===== src/rtl/mul16_shift_add.sv =====
// Sequential unsigned 16x16->32 shift-and-add multiplier.
// One fulladd16 adds the multiplicand into the partial-product high word on each step.

module fulladd16 (
  input  logic [15:0] a,
  input  logic [15:0] b,
  input  logic        c_in,
  output logic [15:0] s,
  output logic        c_out
);
  assign {c_out, s} = {1'b0, a} + {1'b0, b} + {16'd0, c_in};
endmodule

// Handshakes: a transfer happens on a rising clk edge where valid and ready are both
// high; valid is held with stable data until that edge, ready never depends on valid.
module mul16_shift_add #(
  parameter int WIDTH = 16,
  parameter int CNT_W = 5
) (
  input  logic               clk,
  input  logic               rst,
  input  logic               in_valid,
  output logic               in_ready,
  input  logic [WIDTH-1:0]   in_a,
  input  logic [WIDTH-1:0]   in_b,
  output logic               out_valid,
  input  logic               out_ready,
  output logic [2*WIDTH-1:0] out_p
);

  typedef enum logic [1:0] {
    IDLE = 2'd0,
    BUSY = 2'd1,
    DONE = 2'd2
  } state_t;

  state_t           state;
  logic [WIDTH-1:0] mcand;
  logic [WIDTH-1:0] hi;
  logic [WIDTH-1:0] lo;
  logic [CNT_W-1:0] cnt;

  logic [WIDTH-1:0] add_b;
  logic [WIDTH-1:0] add_s;
  logic             add_c;

  assign add_b = lo[0] ? mcand : '0;

  fulladd16 u_add (
    .a     (hi),
    .b     (add_b),
    .c_in  (1'b0),
    .s     (add_s),
    .c_out (add_c)
  );

  assign out_p = {hi, lo};

  always_ff @(posedge clk or posedge rst) begin
    if (rst) begin
      state     <= IDLE;
      mcand     <= '0;
      hi        <= '0;
      lo        <= '0;
      cnt       <= '0;
      in_ready  <= 1'b1;
      out_valid <= 1'b0;
    end else begin
      case (state)
        IDLE: begin
          if (in_valid) begin
            mcand    <= in_a;
            lo       <= in_b;
            hi       <= '0;
            cnt      <= '0;
            in_ready <= 1'b0;
            state    <= BUSY;
          end
        end
        BUSY: begin
          // Carry-out lands in hi[15], so the 32-bit product never overflows.
          {hi, lo} <= {add_c, add_s, lo[WIDTH-1:1]};
          cnt      <= cnt + CNT_W'(1);
          if (cnt == CNT_W'(WIDTH - 1)) begin
            out_valid <= 1'b1;
            state     <= DONE;
          end
        end
        DONE: begin
          if (out_ready) begin
            out_valid <= 1'b0;
            in_ready  <= 1'b1;
            state     <= IDLE;
          end
        end
        default: begin
          out_valid <= 1'b0;
          in_ready  <= 1'b1;
          state     <= IDLE;
        end
      endcase
    end
  end

endmodule

===== config.mk =====
export PLATFORM = sky130hd
export DESIGN_NAME = mul16_shift_add
export DESIGN_NICKNAME = d
export VERILOG_FILES = /design/src/rtl/mul16_shift_add.sv
export SDC_FILE = /design/constraint.sdc
export NUM_CORES = 1
export LEC_CHECK = 0
export BUFFER_PORTS_ARGS = -buffer_cell sky130_fd_sc_hd__buf_4
export CAP_MARGIN = 40
export CELL_PAD_IN_SITES_DETAIL_PLACEMENT = 2
export CELL_PAD_IN_SITES_GLOBAL_PLACEMENT = 2
export CORE_MARGIN = 2
export CORE_UTILIZATION = 35
export DETAILED_ROUTE_END_ITERATION = 12
export GPL_TIMING_DRIVEN = 0
export PLACE_DENSITY = 0.85
export SLEW_MARGIN = 20
export SYNTH_ARGS = -nofsm -noshare
export SYNTH_HDL_FRONTEND = slang
export SYNTH_HIERARCHICAL = 1
export SYNTH_SLANG_ARGS = --single-unit

===== constraint.sdc =====
create_clock -name clk -period 4.2 [get_ports clk]
set_clock_uncertainty 0.1 [all_clocks]
set_input_delay 0.84 -clock clk [delete_from_list [all_inputs] [get_ports clk]]
set_output_delay 0.84 -clock clk [all_outputs]
set_load 0.02 [all_outputs]

### Yosys cells after proc, flatten, opt, wreduce, memory -nomap -nowiden

Index checks and enable logic that the tools add are counted.

| storage, ports and cells | value |
|---|---|
| flip-flop bits (word level) | 57 |
| bits in latches | 0 |
| memory bits (writable) | 0 |
| bits in read-only memories | 0 |
| bits of input ports | 36 |
| output and inout bits | 34 |
| memories | 0 |

| cells by class | value |
|---|---|
| add/subtract/negate cells | 2 |
| $mul | 0 |
| divide/modulo/power cells | 0 |
| magnitude comparators | 0 |
| equal/unequal tests | 6 |
| shifts and indexed selects | 0 |
| muxes and demuxes | 17 |
| bitwise gates (word level) | 2 |
| reductions and logical operators | 7 |

Operator list:

| operator | number |
|---|---|
| 16-bit one-hot mux with 2 select lines | 2 |
| 16-bit 2-to-1 mux | 3 |
| 16-bit by 16-bit adder with 17-bit output | 1 |
| 5-bit one-hot mux with 2 select lines | 1 |
| 3-bit AND reduction | 3 |
| 2-bit 2-to-1 mux | 3 |
| 2-bit inequality test (second input constant) | 3 |
| 1-bit one-hot mux with 3 select lines | 2 |
| 2-bit one-hot mux with 3 select lines | 1 |
| 5-bit by 1-bit adder with 5-bit output (second input constant) | 1 |
| 5-bit by 4-bit equality test with 1-bit output (second input constant) | 1 |
| 5-bit 2-to-1 mux | 1 |
| 1-bit 2-to-1 mux | 4 |
| 2-bit AND reduction | 2 |
| 2-bit by 1-bit equality test with 1-bit output (second input constant) | 1 |
| 2-bit equality test (second input constant) | 1 |
| 2-bit zero test | 1 |
| 1-bit inverter | 2 |
| 2-bit nonzero test | 1 |

### Depth between registers and ports, before layout

| logic depth | value |
|---|---|
| depth in word-level cells | 3 |
| gate-level depth with buffers | 11 |
| mapped depth without buffers | 10 |

### Hierarchy

Netlist, hierarchy kept.

Modules (own cells, without submodules):

| module | instances | cells an instance | area an instance (sq um) | seq. area each (sq um) |
|---|---|---|---|---|
| mul16_shift_add | 1 | 200 | 2499.9 | 1427.6 |
| fulladd16 | 1 | 89 | 733.2 | 0.0 |

### Worst setup path before layout

Ideal clock, no wire load.

| timing | value |
|---|---|
| path kind | register to register |
| start | register lo[0] |
| end | register hi[15] |
| setup time | 121 ps |
| data arrival time | 2891 ps |
| data required time | 3979 ps |
| slack | 1088 ps |
| stages on the path, launching flop included | 12 |
| buffers on the path | 1 |
| clock period less this slack | 3112 ps |
| path through | dfrtp_1 clkbuf_1 and2_1 fa_1 fa_1 a21oi_2 o21ai_2 a21oi_2 o221ai_2 a221o_1 a21o_1 a22o_1 |

| between the ends | value |
|---|---|
| word-level cells in the longest chain between the ends | 3 |

RTL lines:

| element | RTL line | RTL |
|---|---|---|
| start: declaration | 40 | `logic [WIDTH-1:0] lo;` |
| start signal: assignment | 73 | `lo <= in_b;` |
| start signal: assignment | 82 | `{hi, lo} <= {add_c, add_s, lo[WIDTH-1:1]};` |
| 16-bit 2-to-1 mux | 47 | `assign add_b = lo[0] ? mcand : '0;` |
| via add_b[0] | 43 | `logic [WIDTH-1:0] add_b;` |
| 16-bit by 16-bit adder with 17-bit output | 11 | `assign {c_out, s} = {1'b0, a} + {1'b0, b} + {16'd0, c_in};` |
| via add_c | 45 | `logic add_c;` |
| 16-bit one-hot mux with 2 select lines | 69 | `case (state)` |
| end signal: assignment | 82 |  |
| end: declaration | 39 | `logic [WIDTH-1:0] hi;` |

The timed path passes the listed nets, and every way through them passes these cells.
A chain may end at the register's enable or synchronous reset.

### Final worst setup path

Same ends and word-level chain as after synthesis.

==> metrics.txt <==
yosys warns=6; top library cells by usage in the layout, fill and taps aside=69 x sky130_fd_sc_hd__buf_4, 56 x sky130_fd_sc_hd__dfrtp_1, 25 x sky130_fd_sc_hd__nand2_1; gp weighted congestion=around 0.76; initial standard-cell utilization of the core=between 30% and 40%; final routed wire length divided by cell count=18.32 um; period utilisation layout=84.82%; vias in the first global route=around 3.0k; capturing element type of the critical path=flip-flop; Final Slew Violations=0; cell family with most CP delay=compound AO/OA/AOI/OAI gates; number of clock buffers inserted by TritonCTS=9; delay contributed by the slowest stage of the critical path=just under 0.5 ns; cell area after placement=a little under 4000 um^2; Hold Crit Class=input pin to asynchronous set/reset pin; Synth Register Bits=57; number of standard cells after synthesis=approximately 290; launching element type of the critical path=flip-flop; grt ovf=0; type of the worst setup path=flip-flop to flip-flop; global-route wire length before repair=14.95 mm; count of input and output buffers=69; area inside the core boundary=just over 9000 um^2; setup repair after global routing missed its margin=no; most common library cell in the layout ignoring fill and taps=sky130_fd_sc_hd__buf_4; number of clock sinks seen by CTS=57; Synth Cell Area=~3200 um^2; buffer levels on the longest clock path=2; Clock H-tree levels=3; largest net degree at the start of global routing=44; number of vias per cell=between 5 and 6; layout cell share with drive strength beyond 1=34.49%; Syn-to-layout area delta=27.86%; capture instance of the worst register-to-register path=hi[15]; Worst-Skew Late Latency=0.34 ns; endpoints failing hold=0; Antenna Diode Count=0; Iteration-0 DRC Markers=a little under 80; number of failing setup endpoints in the final timing report=0; final antenna-violating net count=0; buffers and inverters on the worst path=1; slew of the pin with the lowest slew margin=a little over 0.5 ns; cell type of the slowest stage on the worst timing path=sky130_fd_sc_hd__dfrtp_1; Post-synth ARST share=100.0%; maximum fanout encountered on the critical timing path=10; final non-filler cell area=a little over 4000 um^2; TritonCTS clock tree=built; Post-Synthesis Mean Instance Area=11.19 um^2; antenna violations before repair=0; R2R Setup Slk=0.64 ns; DRC=0; HPWL after detailed placement=6.460 mm; Filler Cells Inserted=between 900 and 1k; required time of the worst setup path=around 4.3 ns; power per standard cell area=between 900 and 1000 nW/um^2; final setup TNS=0 ns; synthesized net count=around 340; height of the die=100.1 um; number of max-cap violations=0; Static Leak=~0.0020 uW; register area share after synthesis=~44%; cell-by-cell trace of the critical path=clkbuf_1 -> and2_1 -> fa_1 -> fa_1 -> a21oi_2 -> o21ai_2 -> a21oi_2 -> o221ai_2 -> a221o_1 -> a21o_1 -> a22o_1; origin of the critical flop-to-flop path=lo[0]; number of hold buffers added after CTS=0; clock transition time at the flip-flop clock pins of the worst setup and hold paths=roughly 0.070 ns; final WL=around 8.9 mm; global-route usage over all layers=between 10% and 20%; Total Nets Final=425; area taken by flip-flops and latches=roughly 1400 um^2; Clock Tree Root=sky130_fd_sc_hd__clkbuf_8; horizontal extent of the die=about 100 um; worst-case vdd ir drop=0.3679 mV; area occupied by multi-input gates=1679 um^2; Top FF cell, synth=sky130_fd_sc_hd__dfrtp_1; post-route total power=3909 uW; relative slew slack=65.52%; first-pass iteration count of the detailed router=4; number of vias in the routed layout=~2.5k; distinct cell type count of the synthesized netlist=49; placement row count=35; Worst Reg2Reg Path Length in Cells=11; Top-Level Pins=70; number of resized instances in the post-cts repair step=0; highest achievable clock rate=roughly 0.28 GHz; fin crit period=3.562 ns; buffer count from post-CTS setup fixing=0; status=complete, no violations; end-of-flow core utilization=a little under half; Post-synth EDFFs=0; data arrival time of the critical path=3.69 ns; area enclosed by the die boundary=between 10000 and 15000 um^2
-- worst max-delay path by stage --
stage	slack [ns]	endpoint	cells after the start	from
2_1_floorplan	1.09	hi[15]	11	lo[0]
3_3_place_gp	0.75	hi[15]	11	lo[0]
3_5_place_dp	0.68	hi[15]	11	lo[0]
4_1_cts	0.58	hi[15]	11	lo[0]
5_1_grt	0.44	hi[15]	11	lo[0]
6_report	0.64	hi[15]	11	lo[0]
-- sequential cells by signal, indices dropped and copies added (netlist names) --
register   cells
hi            16
out_valid      1
in_ready       1
mcand         16
cnt            5
lo            16
state          2
-- power breakdown --
group | leakage, uW | internal, uW | switching (uW)
combinational | 0.00117 | 1090 | 1190
clock | 0.000112 | 335 | 221
sequential | 0.000685 | 848 | 220
-- Yosys cell counts, types with 2 or more instances --
| cell | count | area (um^2) |
|---|---|---|
| sky130_fd_sc_hd__and3_1 | 2 | 12.51 |
| sky130_fd_sc_hd__dfrtp_1 | 56 | 1401 |
| sky130_fd_sc_hd__xor2_1 | 5 | 43.79 |
| sky130_fd_sc_hd__a21oi_1 | 13 | 65.06 |
| sky130_fd_sc_hd__o21a_1 | 2 | 15.01 |
| sky130_fd_sc_hd__a22o_1 | 17 | 148.9 |
| sky130_fd_sc_hd__o21ai_2 | 2 | 17.52 |
| sky130_fd_sc_hd__buf_8 | 2 | 30.03 |
| sky130_fd_sc_hd__mux2i_1 | 17 | 170.2 |
| sky130_fd_sc_hd__xnor2_1 | 9 | 78.83 |
| sky130_fd_sc_hd__fa_1 | 2 | 40.04 |
| sky130_fd_sc_hd__nor2b_1 | 2 | 12.51 |
| sky130_fd_sc_hd__ha_1 | 17 | 212.7 |
| sky130_fd_sc_hd__o21bai_1 | 3 | 22.52 |
| sky130_fd_sc_hd__inv_1 | 8 | 30.03 |
| sky130_fd_sc_hd__mux2_2 | 6 | 67.56 |
| sky130_fd_sc_hd__clkbuf_2 | 2 | 10.01 |
| sky130_fd_sc_hd__a21o_1 | 4 | 30.03 |
| sky130_fd_sc_hd__mux2_4 | 10 | 150.1 |
| sky130_fd_sc_hd__a21oi_2 | 3 | 26.28 |
| sky130_fd_sc_hd__nor2_1 | 5 | 18.77 |
| sky130_fd_sc_hd__nand2_1 | 25 | 93.84 |
| sky130_fd_sc_hd__nand3_1 | 4 | 20.02 |
| sky130_fd_sc_hd__and2_1 | 16 | 100.1 |
| sky130_fd_sc_hd__o21ai_0 | 17 | 85.08 |
| sky130_fd_sc_hd__o31ai_1 | 3 | 22.52 |
| sky130_fd_sc_hd__o21ai_1 | 7 | 35.03 |
| sky130_fd_sc_hd__buf_6 | 2 | 22.52 |
| sky130_fd_sc_hd__buf_2 | 6 | 30.03 |
| sky130_fd_sc_hd__nand2b_1 | 3 | 18.77 |
-- cells by family (layout without fill, tap and decap cells) --
kind of cell | count (synthesis) | after routing | synth area share, %
AO/OA/AOI/OAI | 83 | 83 | 18.34
XOR/XNOR | 14 | 14 | 3.793
adder cells (fa/ha/maj) | 19 | 19 | 7.817
buffers and inverters | 21 | 106 | 3.909
flip-flops | 57 | 57 | 44.16
multiplexers | 33 | 33 | 12.00
other | 1 | 1 | 0.1160
AND/OR/NAND/NOR | 61 | 61 | 9.869
-- cell type report --
cell class	instances	area share (%)
Buffer	13	2.331
Clock buffer	13	4.328
Clock inverter	2	0.8475
Inverter	8	0.7869
Multi-Input combinational cell	211	40.62
Sequential cell	57	34.53
Tap cell	111	3.360
Timing Repair Buffer	70	13.20
-- worst reg2reg max path, delay by kind of cell (launching register included) --
family / cells / cell delay [ns]
and+or+nand+nor: 1 / 0.23
DFF: 1 / 0.49
adders and majority gates: 2 / 0.88
AOI/OAI and AO/OA: 7 / 1.47
buffers and inverters: 1 / 0.29
-- metal layers --
metal	wire, um	share of wire, %	GRT usage, %
met5	0	0	0
met4	106	1.2	6.322
met3	293	3.3	3.273
met2	4823	54	35.76
met1	3660	41	22.11
-- through the flow --
stage,hold WS (ns),instances,setup WS (ns)
2_1_floorplan,0.3446,289,1.088
3_3_place_gp,0.3636,469,0.7534
3_5_place_dp,0.3921,470,0.6808
4_1_cts,0.3269,485,0.5847
5_1_grt,0.3290,485,0.4448
6_report,0.3288,485,0.6377
Note: power is estimated with default switching activity, not from simulation.
